<file path="src/rtl/ras_retire_update.sv">
// rtl/ras_retire_update.sv - commit-side RAS call/return update producer
//
// Purpose: classify up to two retired control transfers per cycle as call or
// return, buffer them in a small FIFO, and issue one committed-RAS update per
// cycle. A commit-time redirect drains the FIFO, then pulses UpdateReload.
//
// Ports:
//   Clk, Rest                       clock, async active-high reset
//   Retire{0,1}Able/Pc/Type         retire slots (slot 0 older)
//   RetireRedirect                  commit-time redirect
//   RetireStall                     combinational; ROB must hold its slots
//   UpdateInAble/Call/Return/InDate registered committed-RAS update
//   UpdateReload                    registered one-cycle reload pulse
module ras_retire_update #(
    parameter int FIFO_DEPTH = 4,
    parameter int ADDR_W     = 32
) (
    input  logic              Clk,
    input  logic              Rest,
    input  logic              Retire0Able,
    input  logic [ADDR_W-1:0] Retire0Pc,
    input  logic [1:0]        Retire0Type,
    input  logic              Retire1Able,
    input  logic [ADDR_W-1:0] Retire1Pc,
    input  logic [1:0]        Retire1Type,
    input  logic              RetireRedirect,
    output logic              RetireStall,
    output logic              UpdateInAble,
    output logic              UpdateCall,
    output logic              UpdateReturn,
    output logic [ADDR_W-1:0] UpdateInDate,
    output logic              UpdateReload
);
    localparam int AW = $clog2(FIFO_DEPTH);
    localparam int CW = AW + 1;

    typedef enum logic [1:0] {RUN, DRAIN, RELOAD} state_t;

    // Entry layout: {is_call, return_address}; returns store a zero address.
    logic [ADDR_W:0] mem_q [FIFO_DEPTH];

    state_t          state_q, state_d;
    logic [AW-1:0]   wr_ptr_q, rd_ptr_q;
    logic [CW-1:0]   count_q;
    logic [CW-1:0]   free_cnt;
    logic            push0, push1, pop;
    logic [ADDR_W:0] entry0, entry1, head;
    logic [AW-1:0]   wr_ptr1;
    logic            reload_d;

    assign free_cnt    = CW'(FIFO_DEPTH) - count_q;
    assign RetireStall = (state_q != RUN) || (free_cnt < CW'(2));

    assign push0 = !RetireStall && Retire0Able &&
                   (Retire0Type == 2'b01 || Retire0Type == 2'b10);
    assign push1 = !RetireStall && Retire1Able &&
                   (Retire1Type == 2'b01 || Retire1Type == 2'b10);
    assign pop   = (count_q != '0);

    assign entry0 = (Retire0Type == 2'b01) ? {1'b1, Retire0Pc + ADDR_W'(4)}
                                           : {1'b0, {ADDR_W{1'b0}}};
    assign entry1 = (Retire1Type == 2'b01) ? {1'b1, Retire1Pc + ADDR_W'(4)}
                                           : {1'b0, {ADDR_W{1'b0}}};

    // Slot 1 goes right after slot 0 when both push, otherwise into the tail.
    assign wr_ptr1 = wr_ptr_q + AW'(push0);
    assign head    = mem_q[rd_ptr_q];

    always_ff @(posedge Clk) begin
        if (push0) mem_q[wr_ptr_q] <= entry0;
        if (push1) mem_q[wr_ptr1]  <= entry1;
    end

    always_comb begin
        state_d  = state_q;
        reload_d = 1'b0;
        unique case (state_q)
            RUN:    if (RetireRedirect && !RetireStall) state_d = DRAIN;
            // count_q is the pre-edge occupancy, so the reload lands one
            // cycle after the last drained update and never overlaps it.
            DRAIN:  if (count_q == '0) begin
                        state_d  = RELOAD;
                        reload_d = 1'b1;
                    end
            RELOAD: state_d = RUN;
            default: state_d = RUN;
        endcase
    end

    always_ff @(posedge Clk or posedge Rest) begin
        if (Rest) begin
            state_q      <= RUN;
            wr_ptr_q     <= '0;
            rd_ptr_q     <= '0;
            count_q      <= '0;
            UpdateInAble <= 1'b0;
            UpdateCall   <= 1'b0;
            UpdateReturn <= 1'b0;
            UpdateInDate <= '0;
            UpdateReload <= 1'b0;
        end else begin
            state_q      <= state_d;
            UpdateReload <= reload_d;
            wr_ptr_q     <= wr_ptr_q + AW'(push0) + AW'(push1);
            rd_ptr_q     <= rd_ptr_q + AW'(pop);
            count_q      <= count_q + CW'(push0) + CW'(push1) - CW'(pop);
            UpdateInAble <= pop;
            UpdateCall   <= pop && head[ADDR_W];
            UpdateReturn <= pop && !head[ADDR_W];
            UpdateInDate <= pop ? head[ADDR_W-1:0] : '0;
        end
    end
endmodule

</file>
<file path="config.mk">
export PLATFORM = sky130hd
export DESIGN_NAME = ras_retire_update
export DESIGN_NICKNAME = d
export VERILOG_FILES = /design/src/rtl/ras_retire_update.sv
export SDC_FILE = /design/constraint.sdc
export NUM_CORES = 1
export LEC_CHECK = 0
export CAP_MARGIN = 30
export CORE_MARGIN = 1.5
export CORE_UTILIZATION = 35
export DETAILED_ROUTE_END_ITERATION = 10
export HOLD_SLACK_MARGIN = 0.05
export PLACE_DENSITY = 0.59
export SLEW_MARGIN = 20
export SYNTH_ARGS = -nofsm -noshare
export SYNTH_HDL_FRONTEND = slang
export SYNTH_SLANG_ARGS = --single-unit
</file>
<file path="constraint.sdc">
create_clock -name Clk -period 10.8 [get_ports Clk]
set_input_delay 2.16 -clock Clk [delete_from_list [all_inputs] [get_ports Clk]]
set_output_delay 2.16 -clock Clk [all_outputs]
set_load 0.01 [all_outputs]
</file>
==> results of run 1 <==
==> cell type report <==
class	count	share of cell area, %
Clock buffer	24	4.34
Clock inverter	8	1.38
Inverter	18	0.609
Multi-Input combinational cell	466	33.1
Sequential cell	177	45.9
Tap cell	330	3.72
Timing Repair Buffer	123	11.0
==> flip-flops by register name, summed over array words and instances, names as in the netlist <==
register	count
UpdateReturn	1
UpdateReload	1
mem_q	132
UpdateCall	1
rd_ptr_q	2
wr_ptr_q	2
UpdateInDate	32
state_q	2
UpdateInAble	1
count_q	3
==> worst register-to-register path, stage by stage, from the launching register on <==
cell and delay, ns:
dfrtp_1 0.39, inv_1 0.06, ha_1 0.19, ha_1 0.27, nand2b_1 0.08, and2_1 0.18
nand3b_1 0.26, inv_1 0.16, ha_1 0.22, xor2_1 0.28, nand3_2 0.59, o21ai_2 0.56
buf_4 0.48
==> power by group through the flow <==
stage	clock [mW]	combinational, mW	sequential, mW
finish	0.664	0.797	0.980
global route	0.698	0.869	0.994
CTS	0.674	0.790	0.995
detailed placement	0	0.789	1.01
global placement	0	0.779	1.01
floorplan	0	0.448	1.01
==> through the flow <==
step	total power [mW]	hold WS, ns
floorplan	1.45	0.477
global placement	1.79	0.538
detailed placement	1.80	0.544
CTS	2.46	0.564
global route	2.56	0.596
finish	2.44	0.563
==> cells by family (layout without fill, tap and decap cells) <==
logic type               count (synthesis)  after routing  synth area share [%]
XOR/XNOR                                58             58                  5.75
adder cells (fa/ha/maj)                 12             12                  1.84
multiplexers                            67             67                  12.1
AND/OR/NAND/NOR                        223            223                  13.6
AO/OA/AOI/OAI                          106            106                  7.33
flip-flops                             177            177                  56.8
buffers and inverters                   57            173                  2.62
==> metal layers <==
layer / vias up / global-route usage, % / share of wire [%]
met5: - / 0 / 0
met1: 3101 / 26.7 / 47
met3: 22 / 3.15 / 5.7
met4: 0 / 5.55 / 1.3
met2: 220 / 28.3 / 46
li1: 2873 / - / -
==> path summary, 6_finish.rpt <==
kind | to | slack, ns | cells past startpoint
max | mem_q[3][10]$_DFFE_PP_ | 5.37 | 10
min in group asynchronous | UpdateInDate[27]$_DFF_PP0_ | 2.19 | 3
min | state_q[1]$_DFFE_PP0P_ | 0.56 | 1
min reg2reg | state_q[1]$_DFFE_PP0P_ | 0.56 | 1
max in group asynchronous | rd_ptr_q[1]$_DFF_PP0_ | 8.16 | 3
max reg2reg | mem_q[3][10]$_DFFE_PP_ | 6.73 | 12
==> layout by cell type (no fill, tap or decap), drive strengths merged, types with 14 or more instances in the layout <==
master	Yosys	layout
nand3	50	50
o22ai	67	67
nand2	60	60
inv	18	18
buf	17	14
xnor2	17	17
o21ai	32	32
xor2	41	41
nand4	22	22
clkbuf	22	24
dfrtp	45	45
mux4	33	33
mux2i	34	34
clkdlybuf4s50	0	109
and2	39	39
edfxtp	132	132
==> impl_metrics.ini, run 1 <==
[status]
status = finished, final reports clean

[worst_setup_path]
worstPathArrival_ns = 5.52
r2r_start = count_q[0]$_DFF_PP0_
crit_slowest_cell = nand3_2
cp_top_family = buffers and inverters
startpoint_type = input port
slowest_delay_ns = 0.59
cp_cell_sequence = clkdlybuf4s50_1 -> inv_1 -> ha_1 -> nand3b_1 -> inv_1 -> ha_1 -> xor2_1 -> nand3_2 -> o21ai_2 -> buf_4
crit_start = Retire0Type[1]
critical_path_required_ns = 10.89
path_max_fanout = 25
setup.worst_path.end_class = register
path_buf_inv = 4
worst-setup-path-type = input port to register

[sta]
timing.final.crit_share_pct = 50.3
timing_hold_violations_final = 0
setup_viol = 0
rsz0062_at_grt = no
setup_tns_ns = 0
fmax_ghz = 0.184
max_slew_margin_pct = 34.8
fin_skew_ns = 0.00971
layout_setup_ws_ns = 5.37
finalMaxSlewViolations = 0
worst_pin_slew_ns = 0.975
min_period_ns = 5.43

[final_layout]
nFillCells = 2293
final_util_pct = 44.1
regArea_sq_um = 5090
multi_input_area_sq_um = 3670
stdcell_area_sq_um = 11100
layoutNonFillerInstCount = 1146
area_growth_pct = 23.8
drive_above_1_share_pct = 11.3
diodes = 0
nets = 888

[synth]
synth.top_cell.area_share_pct = 44.2
ys_warn_count = 0
yosys-top-cells-count = edfxtp_1 (132), o22ai_1 (63), nand2_1 (60)
synth.area.top_cells = edfxtp_1 (44%), dfrtp_1 (13%), mux4_2 (8.3%)
synth-edff-count = 132
ys.flop_type = edfxtp_1
synthArstFlopShare_pct = 25.4
synth.most_common_cell = edfxtp_1
yosysSeqAreaShare_pct = 56.8
synth_seq_cells = 177
syn_nets = 785
synth_area_sq_um = 8960
synth_cells = 700
synth_area_per_cell_sq_um = 12.8
synth_largest_area_cell = edfxtp_1
yosysUniqueCellTypes = 41

[power_and_ir_drop]
peakVddDrop_mv = 0.124
p_switching_mw = 0.713
seq_power_share_pct = 40.1
leakagePower_nw = 4.02
switching_share_pct = 29.2
power.share.clock_pct = 27.2
intPower_mw = 1.73
combPwrFrac_pct = 32.7
powerDensity_nw_per_um2 = 220

[place]
placed_cell_area_sq_um = 10400
place_ws_ns = 4.96
io_buffers = 109
place_inst = 1112
hpwl_microns = 15800
gp_congestion = 0.814

[floorplanning]
core_sq_um = 25200
row_count = 58
ioPinCount = 110
die_x_microns = 163
start_util_pct = 35.6
dieHeight_microns = 163
die_area_sq_um = 26600

[clock_network]
clock_latency_ns = 0.43
cts.sinks = 177
post_cts_buffers = 0
cts_tree = built
cts_buffer_depth = 2
cts_made_buffers = 17
cts_root_buf = clkbuf_16
htreeDepth = 4
cts_hold_buffers = 0
clkTransAtPathRegs_ns = 0.06
cts_resized = 0

[detailed_routing]
dr.pass1.iters = 5
ant_nets = 0
vias = 6216
wl_per_cell_microns = 20.5
viasPerCell = 5.42
drtIter0Drc = 634
drc = 0
routed_wl_microns = 23400

[flow_run]
maxCapViolCount = 0

[global_route]
overflow = 0
grt_max_degree = 46
grt_pass1_vias = 6258
grt_pass1_wl_microns = 36700
track_usage_pct = 18.4
antenna_found_initial = 0

[min_path]
hp-class = register to register
hold_path_startpoint = state_q[0]$_DFFE_PP0P_
Power figures use the tool's default switching activity.
==> run 2: changes to the inputs <==
- clock period: 10.8 -> 5.4 ns (I/O delays scaled with it)
==> impl_metrics.ini, run 2 (synthesis results as in run 1) <==
[status]
status = finished, final reports clean

[detailed_routing]
drtIter0Drc = 622
wl_met2_microns = 10700
vias = 6268
dr.max_layer_used = met4
dr.pass1.iters = 5
wl_met3_microns = 1650
routed_wl_microns = 23400
drc = 0
ant_nets = 0
wl_met1_microns = 10700
wl_per_cell_microns = 20.4
viasPerCell = 5.47

[clock_network]
cts_root_buf = clkbuf_16
clock_latency_ns = 0.43
clkTransAtPathRegs_ns = 0.07
cts_tree = built
cts.sinks = 177
cts_resized = 0
cts_hold_buffers = 0
htreeDepth = 4
post_cts_buffers = 0
cts_buffer_depth = 2
cts_made_buffers = 17

[final_layout]
layout_commonest_cell = edfxtp_1
nFillCells = 2341
final_util_pct = 43.9
stdcell_area_sq_um = 11100
drive_above_1_share_pct = 11.5
area_growth_pct = 23.4
diodes = 0
reg_top3 = mem_q: 132 flops, UpdateInDate: 32 flops, count_q: 3 flops
nets = 887
final_cell_mix = edfxtp_1 (132), clkdlybuf4s50_1 (109), o22ai_1 (63)
largest_register = mem_q
largest_reg_flops = 132

[worst_setup_path]
r2r-end = mem_q[3][31]$_DFFE_PP_
cp-endpoint = mem_q[3][31]$_DFFE_PP_
crit_start = Retire0Type[1]
reg2reg_depth = 13
cp_cell_sequence = clkdlybuf4s50_1 -> inv_1 -> ha_1 -> nand3b_1 -> inv_1 -> ha_1 -> xor2_1 -> nand3_2 -> buf_4 -> nand2_1 -> o22ai_1
startpoint_type = input port
crit_slowest_cell = nand2_1
worst-setup-path-type = input port to register
path_max_fanout = 17
slowest_delay_ns = 0.60
setup.worst_path.end_class = register
critical_path_required_ns = 5.52
r2r_start = count_q[0]$_DFF_PP0_
worstPathArrival_ns = 4.25
reg2reg_slack_ns = 1.61

[sta]
rsz0062_at_grt = no
finalMaxSlewViolations = 0
worst_pin_slew_ns = 0.972
setup_tns_ns = 0
fmax_ghz = 0.243
timing_hold_violations_final = 0
hold_slack_ns = 0.562
setup_viol = 0
fin_skew_ns = 0.00872
max_slew_margin_pct = 35.0
layout_setup_ws_ns = 1.28
min_period_ns = 4.12
timing.final.crit_share_pct = 76.3

[global_route]
grt_max_degree = 46
grt_pass1_wl_microns = 35900
track_usage_pct = 18.1
grt_pass1_vias = 6212
antenna_found_initial = 0
overflow = 0

[power_and_ir_drop]
leakagePower_nw = 4.01
powerDensity_nw_per_um2 = 438
peakVddDrop_mv = 0.230

[floorplanning]
core_sq_um = 25200
start_util_pct = 35.6
ioPinCount = 110
dieHeight_microns = 163
die_area_sq_um = 26600
die_x_microns = 163
row_count = 58

[min_path]
hp-class = register to register
hold_path_startpoint = state_q[0]$_DFFE_PP0P_
hold_depth = 1

[place]
placed_cell_area_sq_um = 10400
io_buffers = 109
gp_congestion = 0.815
place_ws_ns = 0.882
hpwl_microns = 16000

[flow_run]
maxCapViolCount = 0
[run 2: metrics by stage]
step,total power [mW],std cells
final,4.84,1145
after global routing,5.09,1145
after CTS,4.90,1145
after detailed placement,3.59,1113
after global placement,3.56,1113
after floorplan,2.91,700
[run 2: layer usage]
metal | up-vias | GRT usage [%]
met5 | - | 0
met4 | 0 | 5.21
met3 | 22 | 2.92
met2 | 248 | 28.2
met1 | 3122 | 26.1
li1 | 2876 | -
[run 2: worst min path at each step]
stage | to | slack [ns]
6_report | UpdateReload$_DFF_PP0_ | 0.56
3_3_place_gp | UpdateReload$_DFF_PP0_ | 0.54
3_5_place_dp | UpdateReload$_DFF_PP0_ | 0.54
2_1_floorplan | rd_ptr_q[0]$_DFF_PP0_ | 0.48
5_1_grt | UpdateReload$_DFF_PP0_ | 0.58
4_1_cts | UpdateReload$_DFF_PP0_ | 0.56
[run 2: worst max-delay path, delay by kind of cell]
family / cells / cell delay (ns)
AND/OR/NAND/NOR: 3 / 1.23
buffers and inverters: 4 / 0.99
adder cells (fa/ha/maj): 2 / 0.46
XOR/XNOR: 1 / 0.28
AO/OA/AOI/OAI: 1 / 0.18
[run 2: final cells by class]
| cell class | count | area [sq um] | share of cell area (%) |
|---|---|---|---|
| repair buffers | 122 | 1190 | 10.7 |
| clock buffers | 19 | 443 | 4.00 |
| multi-input cells | 466 | 3670 | 33.2 |
| flip-flops and latches | 177 | 5090 | 46.0 |
| inverters | 18 | 67.6 | 0.611 |
| well taps | 330 | 413 | 3.73 |
| clock inverters | 13 | 185 | 1.67 |
[run 2: where the power goes]
| part | switching, mW | total, mW | internal (mW) | leakage, nW |
|---|---|---|---|---|
| registers | 0.157 | 1.98 | 1.83 | 1.76 |
| clock network | 0.528 | 1.32 | 0.788 | 0.303 |
| logic | 0.747 | 1.55 | 0.798 | 1.94 |
| total | 1.43 | 4.84 | 3.41 | 4.01 |
